### config.mk
export PLATFORM = sky130hd
export DESIGN_NAME = bf_prog_loader
export DESIGN_NICKNAME = d
export VERILOG_FILES = /design/src/rtl/bf_prog_loader.sv
export SDC_FILE = /design/constraint.sdc
export NUM_CORES = 1
export LEC_CHECK = 0
export ABC_AREA = 1
export CAP_MARGIN = 20
export CORE_MARGIN = 2
export CORE_UTILIZATION = 59
export CTS_CLUSTER_SIZE = 24
export DETAILED_ROUTE_END_ITERATION = 10
export HOLD_SLACK_MARGIN = 0.12
export PLACE_DENSITY = 0.79
export SYNTH_ARGS = -nofsm -noshare
export SYNTH_HDL_FRONTEND = slang
export SYNTH_SLANG_ARGS = --single-unit
### constraint.sdc
create_clock -name clk_i -period 1.9 [get_ports clk_i]
set_input_delay 0.19 -clock clk_i [delete_from_list [all_inputs] [get_ports clk_i]]
set_output_delay 0.19 -clock clk_i [all_outputs]
set_load 0.1 [all_outputs]
### src/rtl/bf_prog_loader.sv
`default_nettype none
// ============================================================================
//  Module   : bf_prog_loader
//  Purpose  : UART program loader for the TinyBF CPU. Receives 8N1 serial
//             bytes, parses a framed packet (0xA5 sync, length N, N data
//             bytes, XOR checksum) and writes each data byte straight into
//             program memory as it arrives.
//  Ports    :
//    clk_i         system clock, rising edge
//    rst_i         asynchronous active-low reset
//    uart_rx_i     serial input, idle high, 8N1 LSB first (asynchronous)
//    enable_i      loader permitted (tied to !cpu_busy on the board)
//    prog_we_o     one-cycle program memory write strobe
//    prog_waddr_o  write address (holds until the next write)
//    prog_wdata_o  write data (holds until the next write)
//    load_busy_o   high from accepted sync byte until packet end/abort
//    load_done_o   one-cycle pulse on a packet with a good checksum
//    load_err_o    sticky error, cleared by the next accepted sync byte
//  Revision : 1.0 - initial release
// ============================================================================
module bf_prog_loader #(
  parameter int CLK_FREQ  = 50000000,
  parameter int BAUD_RATE = 38400,
  parameter int ADDR_W    = 4
) (
  input  logic              clk_i,
  input  logic              rst_i,
  input  logic              uart_rx_i,
  input  logic              enable_i,
  output logic              prog_we_o,
  output logic [ADDR_W-1:0] prog_waddr_o,
  output logic [7:0]        prog_wdata_o,
  output logic              load_busy_o,
  output logic              load_done_o,
  output logic              load_err_o
);

  localparam int DIV  = CLK_FREQ / BAUD_RATE;
  localparam int HALF = DIV / 2;
  localparam int TW   = (DIV > 2) ? $clog2(DIV) : 1;

  localparam logic [TW-1:0] c_div_m1  = TW'(DIV - 1);
  localparam logic [TW-1:0] c_half_m1 = TW'(HALF - 1);
  localparam logic [7:0]    c_sync    = 8'hA5;
  localparam logic [8:0]    c_max_len = 9'(1 << ADDR_W);

  typedef enum logic [1:0] {RX_IDLE, RX_START, RX_DATA, RX_STOP} rx_state_t;
  typedef enum logic [1:0] {P_IDLE, P_LEN, P_DATA, P_CSUM} pkt_state_t;

  // --------------------------------------------------------------------------
  // Input synchronizer (resets to the idle-high line level)
  // --------------------------------------------------------------------------
  logic rx_meta_q, rx_sync_q;

  always_ff @(posedge clk_i or negedge rst_i) begin
    if (!rst_i) begin
      rx_meta_q <= 1'b1;
      rx_sync_q <= 1'b1;
    end else begin
      rx_meta_q <= uart_rx_i;
      rx_sync_q <= rx_meta_q;
    end
  end

  // --------------------------------------------------------------------------
  // Byte receiver
  // --------------------------------------------------------------------------
  rx_state_t      rx_state_q, rx_state_d;
  logic [TW-1:0]  timer_q, timer_d;
  logic [2:0]     bit_idx_q, bit_idx_d;
  logic [7:0]     shift_q, shift_d;
  logic           brk_q, brk_d;          // low stop bit seen, waiting for idle line
  logic           byte_vld_q, byte_vld_d;
  logic           frame_err_q, frame_err_d;

  always_ff @(posedge clk_i or negedge rst_i) begin
    if (!rst_i) begin
      rx_state_q  <= RX_IDLE;
      timer_q     <= '0;
      bit_idx_q   <= '0;
      shift_q     <= '0;
      brk_q       <= 1'b0;
      byte_vld_q  <= 1'b0;
      frame_err_q <= 1'b0;
    end else begin
      rx_state_q  <= rx_state_d;
      timer_q     <= timer_d;
      bit_idx_q   <= bit_idx_d;
      shift_q     <= shift_d;
      brk_q       <= brk_d;
      byte_vld_q  <= byte_vld_d;
      frame_err_q <= frame_err_d;
    end
  end

  always_comb begin
    rx_state_d  = rx_state_q;
    timer_d     = timer_q + 1'b1;
    bit_idx_d   = bit_idx_q;
    shift_d     = shift_q;
    brk_d       = brk_q;
    byte_vld_d  = 1'b0;
    frame_err_d = 1'b0;
    unique case (rx_state_q)
      RX_IDLE: begin
        timer_d = '0;
        if (!rx_sync_q) rx_state_d = RX_START;
      end
      RX_START: begin
        // Mid start bit: a line back high means the falling edge was a glitch.
        if (timer_q == c_half_m1) begin
          timer_d   = '0;
          bit_idx_d = '0;
          rx_state_d = rx_sync_q ? RX_IDLE : RX_DATA;
        end
      end
      RX_DATA: begin
        if (timer_q == c_div_m1) begin
          timer_d = '0;
          shift_d = {rx_sync_q, shift_q[7:1]};
          if (bit_idx_q == 3'd7) rx_state_d = RX_STOP;
          else                   bit_idx_d  = bit_idx_q + 3'd1;
        end
      end
      RX_STOP: begin
        if (brk_q) begin
          // Stay here until the line is released, so a held-low break
          // is not mistaken for a fresh start bit.
          timer_d = '0;
          if (rx_sync_q) begin
            brk_d      = 1'b0;
            rx_state_d = RX_IDLE;
          end
        end else if (timer_q == c_div_m1) begin
          timer_d = '0;
          if (rx_sync_q) begin
            byte_vld_d = 1'b1;
            rx_state_d = RX_IDLE;
          end else begin
            frame_err_d = 1'b1;
            brk_d       = 1'b1;
          end
        end
      end
      default: rx_state_d = RX_IDLE;
    endcase
  end

  // --------------------------------------------------------------------------
  // Packet parser and program memory write port
  // --------------------------------------------------------------------------
  pkt_state_t        pkt_state_q, pkt_state_d;
  logic [ADDR_W-1:0] cnt_q, cnt_d;
  logic [ADDR_W-1:0] len_m1_q, len_m1_d;   // N-1, index of the last data byte
  logic [7:0]        csum_q, csum_d;
  logic              we_q, we_d;
  logic [ADDR_W-1:0] waddr_q, waddr_d;
  logic [7:0]        wdata_q, wdata_d;
  logic              busy_q, busy_d;
  logic              done_q, done_d;
  logic              err_q, err_d;

  always_ff @(posedge clk_i or negedge rst_i) begin
    if (!rst_i) begin
      pkt_state_q <= P_IDLE;
      cnt_q       <= '0;
      len_m1_q    <= '0;
      csum_q      <= '0;
      we_q        <= 1'b0;
      waddr_q     <= '0;
      wdata_q     <= '0;
      busy_q      <= 1'b0;
      done_q      <= 1'b0;
      err_q       <= 1'b0;
    end else begin
      pkt_state_q <= pkt_state_d;
      cnt_q       <= cnt_d;
      len_m1_q    <= len_m1_d;
      csum_q      <= csum_d;
      we_q        <= we_d;
      waddr_q     <= waddr_d;
      wdata_q     <= wdata_d;
      busy_q      <= busy_d;
      done_q      <= done_d;
      err_q       <= err_d;
    end
  end

  always_comb begin
    pkt_state_d = pkt_state_q;
    cnt_d       = cnt_q;
    len_m1_d    = len_m1_q;
    csum_d      = csum_q;
    we_d        = 1'b0;
    waddr_d     = waddr_q;
    wdata_d     = wdata_q;
    busy_d      = busy_q;
    done_d      = 1'b0;
    err_d       = err_q;
    if (pkt_state_q == P_IDLE) begin
      if (byte_vld_q && enable_i && (shift_q == c_sync)) begin
        busy_d      = 1'b1;
        err_d       = 1'b0;
        pkt_state_d = P_LEN;
      end
    end else if (!enable_i || frame_err_q) begin
      // Abort mid-packet; writes already issued stay in memory.
      err_d       = 1'b1;
      busy_d      = 1'b0;
      pkt_state_d = P_IDLE;
    end else if (byte_vld_q) begin
      unique case (pkt_state_q)
        P_LEN: begin
          if ((shift_q == 8'd0) || ({1'b0, shift_q} > c_max_len)) begin
            err_d       = 1'b1;
            busy_d      = 1'b0;
            pkt_state_d = P_IDLE;
          end else begin
            cnt_d       = '0;
            len_m1_d    = ADDR_W'(shift_q - 8'd1);
            csum_d      = shift_q;
            pkt_state_d = P_DATA;
          end
        end
        P_DATA: begin
          we_d    = 1'b1;
          waddr_d = cnt_q;
          wdata_d = shift_q;
          csum_d  = csum_q ^ shift_q;
          if (cnt_q == len_m1_q) pkt_state_d = P_CSUM;
          else                   cnt_d       = cnt_q + 1'b1;
        end
        P_CSUM: begin
          if (shift_q == csum_q) done_d = 1'b1;
          else                   err_d  = 1'b1;
          busy_d      = 1'b0;
          pkt_state_d = P_IDLE;
        end
        default: pkt_state_d = P_IDLE;
      endcase
    end
  end

  assign prog_we_o    = we_q;
  assign prog_waddr_o = waddr_q;
  assign prog_wdata_o = wdata_q;
  assign load_busy_o  = busy_q;
  assign load_done_o  = done_q;
  assign load_err_o   = err_q;

endmodule
`default_nettype wire

# After elaboration in Yosys (flattened, before gate mapping)
# Cells that the tools add are included.
# classes
n_addsub	4
magnitude_cmp	1
eq_ne	24
muxes	60
bitwise_logic	4
reduce_logical	22
# op_table
operator	n
11-bit one-hot mux with 4 select lines	1
11-bit 2-to-1 mux	3
1-bit 2-to-1 mux	29
2-bit 2-to-1 mux	14
5-bit AND reduction	4
8-bit one-hot mux with 2 select lines	1
2-bit inequality test (second input constant)	7
4-bit inequality test (second input constant)	3
4-bit AND reduction	3
11-bit by 1-bit adder with 11-bit output (second input constant)	1
11-bit by 10-bit equality test with 1-bit output (second input constant)	1
11-bit equality test (second input constant)	1
3-bit 2-to-1 mux	3
2-bit equality test (second input constant)	4
8-bit equality test	1
8-bit equality test (second input constant)	1
8-bit by 5-bit greater-than comparator with 1-bit output (second input constant)	1
8-bit logical NOT	1
4-bit 2-to-1 mux	2
8-bit 2-to-1 mux	1
2-bit one-hot mux with 4 select lines	1
4-bit one-hot mux with 2 select lines	1
8-bit XOR	1
3-bit one-hot mux with 2 select lines	1
21 further kinds	29
# word_totals
register_bits	63
inputBits	4
out_inout_bits	16
word_cells	134

# Depth between registers and ports, before layout
# Gate-level depths: netlist of run 1.
# logic_depth
word_depth	7
ltp_mapped	11
depth_no_buf	11

# Worst setup path after synthesis of run 1
# Ideal clock, no wire load.
# synth_path
path_type	register -> register
startpoint	reg pkt_state_q[0]
endpoint	reg cnt_q[0]
setup_ps	118
arrival_ps	1443
required_ps	1782
path_slack_ps	339
path_stages_with_launch	11
n_path_buf	0
synth_period_minus_slack_ps	1561
path_cell_list	dfrtp_1 inv_1 ha_1 nor2_2 nand2_1 nor2_2 nand2_4 nor2_4 inv_1 nand2_1 nand2_1
# synth_between
elab_chain_cells	3
elab_cells_between_ends	9
classes_between	eq/ne: 4; mux: 1; bitwise: 1; reduce/logical: 3
# synth_lines
item	line	source
start, declared	152	pkt_state_t pkt_state_q, pkt_state_d;
start signal, assigned	176	pkt_state_q <= pkt_state_d;
2-bit equality test, or another cell as far along	212	unique case (pkt_state_q)
2-bit inequality test (no line), or another cell as far along	-	
6-bit AND reduction (no line)	-	
end signal, assigned	177	cnt_q <= cnt_d;
end, declared	153	logic [ADDR_W-1:0] cnt_q, cnt_d;
# Parallel ways exist; a longest one is shown, timed or not.
# A chain may end at the register's enable or synchronous reset.

# Final worst setup path of run 1
# layout_path
startpoint	reg timer_q[0]
endpoint	reg timer_q[9]
# layout_between
elab_chain_cells	4
elab_cells_between_ends	7
classes_between	add/sub: 1; eq/ne: 2; mux: 4
# layout_lines
item	line	source
start, declared	69	logic [TW-1:0] timer_q, timer_d;
start signal, assigned	87	timer_q <= timer_d;
11-bit by 1-bit adder with 11-bit output / 11-bit equality test (equally long branches)	98, 118, 134	
11-bit 2-to-1 mux	118, 134	
11-bit 2-to-1 mux	126	if (brk_q) begin
11-bit one-hot mux with 4 select lines *	104	unique case (rx_state_q)
via timer_d[9]	69	
# The timed path passes the listed nets; every way through them passes the cells marked *.

==> metrics, run 1 <==
status=finished, final reports clean; max-cap viol count=0; Final Skew=0.00743 ns; nets in the synthesized netlist=415; clk root buf=clkbuf_8; most common cell after layout, fill and taps aside=nand2_1; DRT antenna net count=0; synthesis-to-finish area growth=14.1%; Leak=0.00181 uW; placer congestion estimate=~0.91; Internal Pwr Total=1960 uW; critical path fanouts, max=11; Hold Path Class=input pin to flip-flop; H-tree depth=3; slew margin rel.=72.2%; initial antenna violation count=0; vias in the first global route=2,584; Avg WL per Cell=13.0 um; Tot GR Track Use=23.8%; vias post-DR=about 2,700; placed cell area=0.00356 sq mm; Finish-stage setup viols=0; Storage cell area=between 0.0015 and 0.002 sq mm; TritonRoute pass-1 iters=4; die outline height=around 80 um; WHS Path Cells=1; Switch Pwr=~550 uW; first-pass GRT wire length=11.5 mm; combinational share of power=around 1.6%; hold_sp=uart_rx_i; Final Max Tran Viols=0; CTS max path bufs=2; pwr/cell area=between 600 and 700 mW/mm^2; core area=0.00544 sq mm; clk sinks=63; clk_lat worst skew=around 0.34 ns; Total Nets Final=446; IO Count=20; input/output buffers=19; worst-margin pin slew=about 0.41 ns; Avg Inst Size Synth=8.30 sq um; vias per inst=5.27; CP arrival=1.91 ns; diodes inserted=0; clock share of power=between 40 and 50%; die width=78.8 um; TNS Setup=0 ns; Multi-input gate area=0.00152 sq mm; post-detail-place hpwl=4.80 mm; crit path kind=flip-flop to flip-flop; part of the power in registers=53.7%; Worst R2R End=timer_q[9]; largest net degree at the start of global routing=64; Yosys warning total=0; commonest non-fill, non-tap cells in the layout=99 x nand2_1, 61 x dfrtp_1, 38 x nor2_1, 37 x inv_1, 26 x nand3_1; Critical Path Source Type=flip-flop; f_max=between 500 and 600 MHz; number of setup buffers added after CTS=0; global route overflow=0; fin crit share=88.6%; Peak VDD IR=0.571 mV; CTS Buf Count=9; Design Power=2510 uW; layout cells sized above 1=about 14%; Req. time, crit path=2.13 ns; DRC Markers=0; total routed wirelength=around 6.6 mm; Synth cell types=33; design area=0.00377 sq mm; Hold Path Sink=rx_meta_q; CTS tree=done; synthesis-stage register bit count=63; switching part of the total power=22.0%; cells on worst reg2reg path=9; starting density of the core=60.7%; crit path time final=between 1.5 and 2 ns; fillcell total=430; Post-Route Utilization=69.3%; Mapped Cells=slightly below 400; EDFF count, synth=0; Iter 0 DRT Violations=206; FF-to-FF Start=timer_q[0]; share of the yosys chip area belonging to registers=47.8%; R2R setup slack=0.22 ns; Worst setup EP type=flip-flop; ys async rst share=100%; Cell Area, Synth=0.00330 sq mm; RSZ-0062 raised after global routing=false; number of cell rows=27; ys flop type=dfrtp_1; die area=0.00621 sq mm; final count of hold timing violations=0; clk slew on worst S/H paths=0.07 ns
-- timing repair --
action                                  CTS  global route
endpoints found under the setup margin    0             6
endpoints found under the hold margin    61             0
gates resized for setup                   0             3
hold buffers                              1             0
-- cells by family after synthesis --
logic type / Yosys count / synth area share [%]
fa+ha+maj: 13 / 4.93
mux: 1 / 0.341
compound gates: 57 / 9.55
buf+inv: 49 / 6.33
flops: 63 / 47.8
simple gates: 197 / 26.3
xor+xnor: 18 / 4.77
-- critical path, cell delays in order, from the launching register on --
cell	delay [ns]
dfrtp_1	0.44
ha_1	0.23
nand2_1	0.06
nor2_1	0.14
nand3_2	0.14
nand2_1	0.10
nand2_2	0.06
a31oi_2	0.13
buf_4	0.19
nor2_1	0.07
-- power groups by stage --
stage,sequential [uW],clock [uW],combinational (uW)
CTS,1350,1150,41.9
detailed placement,1370,0,40.3
global route,1340,1200,46.9
global placement,1370,0,39.6
floorplan,1370,0,2.38
finish,1350,1120,40.0
-- cell usage after synthesis, types with 2 or more instances --
library cell,instances,share of area (%)
nor3_1,11,1.7
inv_1,37,4.2
nand2_1,99,11
buf_6,3,1.0
or2_2,3,0.57
nand2_2,2,0.38
o21ai_0,25,3.8
clkbuf_1,4,0.45
dfstp_2,2,1.6
buf_2,2,0.30
dfrtp_1,61,46
nor2_1,38,4.3
ha_1,13,4.9
o21ai_1,17,2.6
nand4_1,9,1.7
inv_2,3,0.34
nor2_2,2,0.38
a21oi_1,11,1.7
xor2_1,15,4.0
xnor2_1,3,0.80
nand3_1,26,3.9
-- through the flow --
| step | hold slack, ns | cells | setup WS (ns) |
|---|---|---|---|
| after CTS | 0.251 | 506 | 0.152 |
| after floorplan | -0.106 | 398 | 0.339 |
| after global routing | 0.258 | 506 | 0.0326 |
| after detailed placement | 0.226 | 489 | 0.0908 |
| final | 0.261 | 506 | 0.216 |
| after global placement | 0.225 | 489 | 0.180 |
-- registers in the layout, indices dropped and copies added (netlist names), named ones only --
| register | flops |
|---|---|
| prog_waddr_o | 4 |
| shift_q | 8 |
| pkt_state_q | 2 |
| frame_err_q | 1 |
| rx_state_q | 1 |
| prog_wdata_o | 8 |
| csum_q | 8 |
| timer_q | 11 |
| byte_vld_q | 1 |
| len_m1_q | 4 |
| load_busy_o | 1 |
| brk_q | 1 |
| rx_meta_q | 1 |
| prog_we_o | 1 |
| cnt_q | 4 |
| rx_sync_q | 1 |
| load_done_o | 1 |
| bit_idx_q | 3 |
| load_err_o | 1 |
-- per-layer routing --
metal  track usage, %  routed length (um)
met1             29.0                2870
met5                0                   0
met4             9.31                  82
met2             41.4                3410
met3             5.34                 209
-- cell type report --
type / instances / area share, %
clock buffers: 10 / 3.39
flip-flops and latches: 63 / 41.9
multi-input cells: 286 / 40.5
well taps: 72 / 2.39
repair buffers: 29 / 6.24
inverters: 40 / 3.99
clock inverters: 6 / 1.63
-- how the worst max path moves through the flow --
| stage | cells past startpoint | endpoint | start | slack [ns] |
|---|---|---|---|---|
| 5_1_grt | 10 | cnt_q[1] | pkt_state_q[0] | 0.03 |
| 3_3_place_gp | 10 | cnt_q[0] | enable_i | 0.18 |
| 3_5_place_dp | 10 | cnt_q[1] | enable_i | 0.09 |
| 4_1_cts | 9 | csum_q[5] | pkt_state_q[0] | 0.15 |
| 2_1_floorplan | 10 | cnt_q[0] | pkt_state_q[0] | 0.34 |
| 6_report | 9 | timer_q[9] | timer_q[0] | 0.22 |
Power figures use the tool's default switching activity.
==> inputs of run 2 (changes only) <==
Settings changed: GPL_TIMING_DRIVEN from default to 0.
==> run 2 against run 1 <==
Power is 7.8% lower. First-iteration DRC count is 20% lower. Global-route usage is 0.49 points higher. Sequential power hardly changed. Worst hold slack worse by 0.012 ns. Via count is 1.8% higher. Non-clock buffer count is 2 higher. Sequential share of layout area is 0.21 points higher. Final cell count stayed put. Highest routed layer unchanged.
==> metrics, run 2 (synthesis gave the netlist of run 1 again) <==
status=finished, final reports clean; initial antenna violation count=0 (unchanged); Leak=0.00183 uW (+0.93%); clk_lat worst skew=0.34 ns (about the same); Critical Path Source Type=flip-flop; Worst setup EP type=flip-flop; CP arrival=2.02 ns (+0.11 ns); Final Skew=0.00629 ns (-0.00114 ns); layout cells sized above 1=10.4% (-3.9 points); critical path fanouts, max=7 (-4); WHS=0.250 ns (-0.0116 ns); input/output buffers=19 (unchanged); worst-margin pin slew=0.971 ns (+0.558 ns); clk slew on worst S/H paths=0.06 ns (about the same); fillcell total=440 (+2.3%); Peak VDD IR=0.634 mV (+11%); first-pass GRT wire length=11.6 mm (+1.6%); post-detail-place hpwl=5.01 mm (+4.6%); placed cell area=0.00360 sq mm (+1.1%); H-tree depth=3 (unchanged); crit path kind=flip-flop to flip-flop; starting density of the core=60.7% (unchanged); max-cap viol count=0 (unchanged); slew margin rel.=35.5% (-37 points); clk sinks=63 (unchanged); vias per inst=5.36 (+1.8%); crit path time final=1.79 ns (+0.106 ns); Post-Route Utilization=69.0% (-0.23 points); pwr/cell area=616 mW/mm^2 (-7.5%); Req. time, crit path=2.13 ns (about the same); placer congestion estimate=0.921 (+1.1%); f_max=559 MHz (-5.9%); global route overflow=0 (unchanged); largest net degree at the start of global routing=33 (-48%); CTS max path bufs=2 (unchanged); core area=0.00544 sq mm (unchanged); CTS Buf Count=9 (unchanged); synthesis-to-finish area growth=13.7%; Total Nets Final=448 (+0.45%); TritonRoute pass-1 iters=5 (+1); die width=78.8 um (unchanged); IO Count=20 (unchanged); Largest register FFs=11 (unchanged); number of cell rows=27 (unchanged); total routed wirelength=6.89 mm (+4.7%); fin crit share=94.2% (+5.6 points); Hold Path Class=input pin to flip-flop; Final Max Tran Viols=0 (unchanged); die outline height=78.8 um (unchanged); Iter 0 DRT Violations=164 (-20%); CTS tree=done; commonest non-fill, non-tap cells in the layout=99 x nand2_1, 59 x dfrtp_1, 38 x nor2_1, 35 x inv_1, 26 x nand3_1; vias post-DR=2,714 (+1.8%); DRT antenna net count=0 (unchanged); most common cell after layout, fill and taps aside=nand2_1; vias in the first global route=2,699 (+4.5%); design area=0.00375 sq mm (-0.33%); DRC Markers=0 (unchanged); Tot GR Track Use=24.3% (+0.49 points); clk root buf=clkbuf_8; diodes inserted=0 (unchanged); Avg WL per Cell=13.6 um (+4.7%); Largest Register=timer_q; Finish-stage setup viols=0 (unchanged); final count of hold timing violations=0 (unchanged); die area=0.00621 sq mm (unchanged)
==> run 2: cell count changes in the layout (fill, tap and decap cells not counted), sizes merged <==
cell,change
buf,-18
bufinv,-1
clkbuf,+6
clkinv,-2
clkinvlp,-1
dlygate4sd2,+16
==> run 2: path summary, 6_finish.rpt <==
check,startpoint,endpoint,slack [ns],depth (start not counted)
worst max-delay path,shift_q[0],cnt_q[0],0.11,11
worst min-delay path,uart_rx_i,rx_meta_q,0.25,1
worst max register to register,shift_q[0],cnt_q[0],0.11,11
worst min register to register,rx_meta_q,rx_sync_q,0.36,0
max in group asynchronous,rst_i,csum_q[6],0.84,3
min in group asynchronous,rst_i,cnt_q[2],0.44,2
==> run 2: through the flow <==
stage / power, uW / setup WS [ns] / setup TNS [ns] / instances
after global placement: 1410 / -1.33 / -82.29 / 489
after detailed placement: 1410 / 0.0162 / 0 / 490
after CTS: 2350 / 0.0504 / 0 / 505
final: 2310 / 0.110 / 0 / 506
after floorplan: 1370 / 0.339 / 0 / 398
after global routing: 2400 / -0.0115 / -0.0267 / 506
==> run 2: routing by layer <==
| metal | share of wire [%] | global-route usage, % | vias to the layer above |
|---|---|---|---|
| li1 | - | - | 1357 |
| met1 | 43 | 27.8 | 1255 |
| met2 | 49 | 41.6 | 82 |
| met3 | 4.8 | 7.27 | 20 |
| met4 | 2.8 | 11.9 | 0 |
| met5 | 0 | 0 | - |
==> run 2: cell type report <==
type / instances / area [sq um] / area share (%)
Tap cell: 72 / 90.1 / 2.40
Timing Repair Buffer: 22 / 203 / 5.40
Sequential cell: 63 / 1580 / 42.1
Multi-Input combinational cell: 286 / 1530 / 40.7
Clock inverter: 2 / 10.0 / 0.267
Clock buffer: 12 / 135 / 3.60
Inverter: 40 / 150 / 4.00
Buffer: 9 / 58.8 / 1.57
==> run 2: power by group <==
| group | total (uW) | switching [uW] | internal, uW |
|---|---|---|---|
| Sequential | 1350 | 1.26 | 1350 |
| Combinational | 39.9 | 29.3 | 10.6 |
| Clock | 926 | 471 | 455 |
| Total | 2310 | 502 | 1810 |
==> run 2: worst max-delay path: stages (launching register included) <==
cell	delay, ns
dfrtp_2	0.44
inv_2	0.11
ha_2	0.22
nand3_1	0.10
nand2_1	0.10
nand3_1	0.10
nand2_2	0.13
nand2_4	0.10
nor2_4	0.17
inv_1	0.08
nand2_1	0.06
nand2_1	0.06
==> run 2: repair_timing <==
action,CTS,global route
gates resized for setup,16,7
endpoints found under the setup margin,16,10
setup buffers,0,1
pin swaps,0,0
cloned,0,0
hold buffers,1,0
endpoints found under the hold margin,29,0
==> edit 1: new RTL, config.mk and constraints of run 1 <==
Register the inputs `uart_rx_i` and `enable_i` before use, with the module's reset. The logic sees them one clock later.
--- a/src/rtl/bf_prog_loader.sv
+++ b/src/rtl/bf_prog_loader.sv
@@ -48,4 +48,17 @@
   typedef enum logic [1:0] {P_IDLE, P_LEN, P_DATA, P_CSUM} pkt_state_t;
 
+  logic uart_rx_q;
+  logic enable_q;
+
+  always_ff @(posedge clk_i or negedge rst_i) begin
+    if (!rst_i) begin
+      uart_rx_q <= '0;
+      enable_q  <= '0;
+    end else begin
+      uart_rx_q <= uart_rx_i;
+      enable_q  <= enable_i;
+    end
+  end
+
   // --------------------------------------------------------------------------
   // Input synchronizer (resets to the idle-high line level)
@@ -58,5 +71,5 @@
       rx_sync_q <= 1'b1;
     end else begin
-      rx_meta_q <= uart_rx_i;
+      rx_meta_q <= uart_rx_q;
       rx_sync_q <= rx_meta_q;
     end
@@ -199,10 +212,10 @@
     err_d       = err_q;
     if (pkt_state_q == P_IDLE) begin
-      if (byte_vld_q && enable_i && (shift_q == c_sync)) begin
+      if (byte_vld_q && enable_q && (shift_q == c_sync)) begin
         busy_d      = 1'b1;
         err_d       = 1'b0;
         pkt_state_d = P_LEN;
       end
-    end else if (!enable_i || frame_err_q) begin
+    end else if (!enable_q || frame_err_q) begin
       // Abort mid-packet; writes already issued stay in memory.
       err_d       = 1'b1;
Behaviour: no difference found for any inputs over 10 cycles, from zero or initial values and one cycle with rst_i low; that may be too few to reach the edited logic, so the function may still have changed.
==> edit 1 against run 1 <==
- sequential cell count is 2 higher
- clock skew barely moved
- combinational power rose by 16%
- sequential power rose by 3%
- power is 11% higher
- sequential share of layout area down 0.24 points
- routed wire length up 3.5%
- final area is 3.9% higher
- synthesized area is 1.4% higher
- setup slack worse by 0.13 ns
- critical path type unchanged
- largest cell class unchanged
==> edit 1: results <==
[placed_design]
gpl.final_weighted_congestion = 0.896
post-place-ws_ns = 0.0628
dpl.hpwl_mm = 4.74

[drt]
drt-vias-per-instance = 5.37
vias_after_detailed_routing = 2670
drt-wirelength-per-cell_um = 13.7
drt-initial-drc-count = 235

[synthesis]
yosysSeqAreaShare = 0.486
mappedNetlistNets = 403
synth_top_cells_by_area = "dfrtp_1, nand2_1, o21ai_0"
yosys-top-cells-count = "nand2_1, dfrtp_1, inv_1, o21ai_0, nor2_1"
synth_warnings = 0

[pwr]
max-vdd-ir-drop_v = 0.000589
pwr.group.combinational_w = 0.0000464
netSwitchingFraction = 0.195
static-leakage-power_nw = 1.86
share_clk_of_total_power = 0.484

[worst_hold_path]
holdCritPathClass = "input pin to asynchronous set/reset pin"

[outcome]
outcome = "finished, final reports clean"

[sta]
fin_skew_ns = 0.00737

[finish]
layout_cell_share_with_drive_strength_beyond_1 = 0.172
layout.filler_cells = 403
final_net_count = 438

[global_route]
first_global_vias = 2622
grt_max_degree = 51

[critical_path]
cp_slowest_cell = "dfrtp_2"
worstPathArrival_ns = 2.03
critical_path.max_fanout = 8
## edit 1: cell types whose count changed after synthesis, sizes merged, moves of 3 or more
cell / change
o21ai: +13
nand2: -12
a21oi: -6
nand4: -6
inv: +4
nand3: -4
or2: -4
nor2: -3
xnor2: +3
## edit 1: cells by family (layout without fill, tap and decap cells)
family	after synthesis	after routing	synth area share
AND/OR/NAND/NOR	172	173	0.233
flip-flops	65	65	0.486
AO/OA/AOI/OAI	62	62	0.106
buffers and inverters	52	90	0.0665
XOR/XNOR	20	20	0.0523
adder cells (fa/ha/maj)	13	13	0.0486
multiplexers	2	2	0.00672
## edit 1: layer usage
layer,up-vias,GRT usage,wire (um)
met4,0,0.0931,221
met3,23,0.0591,277
met5,-,0,0
li1,1314,-,-
met1,1272,0.275,2890
met2,61,0.408,3420
## edit 1: area by class of cell
cell class              count  area [sq um]  share of cell area
flip-flops and latches     65          1630               0.417
multi-input cells         270          1540               0.392
repair buffers             31           263              0.0672
clock buffers              13           169              0.0432
inverters                  44           165              0.0422
well taps                  72          90.1              0.0230
clock inverters             2          60.1              0.0154
## edit 1: path summary, 6_finish.rpt
kind / endpoint / slack, ns / cells past startpoint
worst max-delay path: cnt_q[3]$_DFFE_PN0P_ / 0.09 / 9
worst min-delay path: prog_waddr_o[3]$_DFFE_PN0P_ / 0.30 / 2
worst max register to register: cnt_q[3]$_DFFE_PN0P_ / 0.09 / 9
worst min register to register: rx_meta_q$_DFF_PN1_ / 0.35 / 0
max in group asynchronous: rx_sync_q$_DFF_PN1_ / 0.95 / 3
min in group clk_i: uart_rx_q$_DFF_PN0_ / 0.30 / 1
==> edit 2: new RTL, settings of run 1 <==
Without the edit above. Change the parameter `BAUD_RATE` from 38400 to 76800.
--- a/src/rtl/bf_prog_loader.sv
+++ b/src/rtl/bf_prog_loader.sv
@@ -21,5 +21,5 @@
 module bf_prog_loader #(
   parameter int CLK_FREQ  = 50000000,
-  parameter int BAUD_RATE = 38400,
+  parameter int BAUD_RATE = 76800,
   parameter int ADDR_W    = 4
 ) (
Function: no difference found for any inputs over 10 cycles, from zero or initial values and one cycle with rst_i low; that may be too few to reach the edited logic, so the function may still have changed.
==> edit 2 against run 1 <==
- final area is essentially flat
- setup slack got worse by 0.073 ns
- synthesized area fell by 0.76%
- routed wire length down 1.0%
- die area down 0.72%
- sequential cell count fell by 1
- global-route usage grew 0.68 points
Power is not compared: it rests on default switching activity, and its combinational part moved more than twofold at a synthesized area within 25%.
==> edit 2: results <==
[synthesis]
mappedNetlistNets = 410
synth_top_cells_by_area = "dfrtp_1, nand2_1, inv_1"
yosys-top-cells-count = "nand2_1, dfrtp_1, inv_1"
synth_area_per_cell_sq_um = 8.34
synth.distinct_cells = 31
synth_warnings = 0
yosysSeqAreaShare = 0.474

[finish]
largest_register_ffs = 10
largest_register = "timer_q"
final_net_count = 442
insertedDiodeCount = 0
layout_cell_share_with_drive_strength_beyond_1 = 0.165

[drt]
detail_route.wirelength_mm = 6.51
drt-vias-per-instance = 5.26
firstDrtPassIters = 5
drt-initial-drc-count = 147
vias_after_detailed_routing = 2640

[pwr]
static-leakage-power_nw = 1.79
net-switching-power_w = 0.000899
max-vdd-ir-drop_v = 0.000543

[sta]
final_period_minus_worst_setup_slack_ns = 1.76
fin_hold_ws_ns = 0.249
timing.slew.headroom = 0.608
fin_skew_ns = 0.00802

[worst_hold_path]
holdCritPathClass = "input pin to flop"
hold_path_stages = 1

[critical_path]
max_stage_delay_ns = 0.43
reg2reg_depth = 9
critical_path.max_fanout = 10
worstPathArrival_ns = 1.98
worst_reg2reg_setup_slack_ns = 0.14

[placed_design]
gpl.final_weighted_congestion = 0.892
dpl.hpwl_mm = 4.77
dp_cells = 485
post-place-ws_ns = 0.152

[global_route]
antenna_violations_before_repair = 0
grtUsageTotal = 0.245
grt_max_degree = 26
global_route_wire_length_before_repair_mm = 11.6

[clock_tree]
cts_setup_buffers = 0
clockBufferDepth = 2
cts_root_buffer = "clkbuf_8"
cts-buffers-inserted = 9
htree_levels = 3
clkLatencyLatePin_ns = 0.34

[outcome]
outcome = "finished, final reports clean"
## edit 2: final cells by class
type	count	area [sq um]
Fill cell	440	1670
Sequential cell	62	1550
Multi-Input combinational cell	274	1490
Timing Repair Buffer	27	220
Inverter	51	191
Clock buffer	9	124
Clock inverter	7	97.6
Tap cell	72	90.1
## edit 2: power groups by stage
stage	logic (W)	registers [W]	clock network, W
floorplan	0.000203	0.00154	0
global placement	0.000465	0.00140	0
detailed placement	0.000469	0.00140	0
CTS	0.000472	0.00138	0.00131
global route	0.000511	0.00138	0.00137
finish	0.000467	0.00138	0.00128
## edit 2: kinds of logic (layout without fill, tap and decap cells)
group / after synthesis / count (layout) / synth area share
AOI/OAI and AO/OA: 56 / 56 / 0.0977
xor gates and xnor gates: 15 / 15 / 0.0401
adders and majority gates: 13 / 13 / 0.0496
buffers and inverters: 57 / 94 / 0.0699
DFF: 62 / 62 / 0.474
muxes: 1 / 1 / 0.00344
and+or+nand+nor: 189 / 189 / 0.265
## edit 2: stage by stage
stage | util | total power, W | cell area, sq um
after floorplan | - | 0.00175 | 3280
final | 0.693 | 0.00312 | 3770
after detailed placement | 0.651 | 0.00187 | 3540
after global placement | 0.651 | 0.00186 | 3540
after CTS | 0.693 | 0.00315 | 3770
after global routing | 0.693 | 0.00326 | 3770
## edit 2: path summary, 6_finish.rpt
check | from | endpoint
min in group asynchronous | rst_i | len_m1_q[2]$_DFFE_PN0P_
max in group asynchronous | rst_i | timer_q[9]$_DFF_PN0_
max reg2reg | timer_q[0]$_DFF_PN0_ | timer_q[8]$_DFF_PN0_
min reg2reg | rx_meta_q$_DFF_PN1_ | rx_sync_q$_DFF_PN1_
max | timer_q[0]$_DFF_PN0_ | timer_q[8]$_DFF_PN0_
min | uart_rx_i | rx_meta_q$_DFF_PN1_
## edit 2: timing repair
action	4_1_cts	5_1_grt
hold buffers	1	0
endpoints found under the hold margin	21	0
resized for setup	0	1
endpoints found under the setup margin	0	2
## edit 2: per-layer routing
metal / global-route usage / routed length, um / vias up
met3: 0.0586 / 197 / 18
li1: - / - / 1325
met1: 0.300 / 2870 / 1250
met4: 0.118 / 176 / 0
met2: 0.407 / 3260 / 47
met5: 0 / 0 / -
## edit 2: critical path, delay by kind of cell, from the launching register on
family          cells  cell delay [ns]
simple gates        5             0.61
flops               1             0.43
compound gates      1             0.28
buf+inv             2             0.17
fa+ha+maj           1             0.15
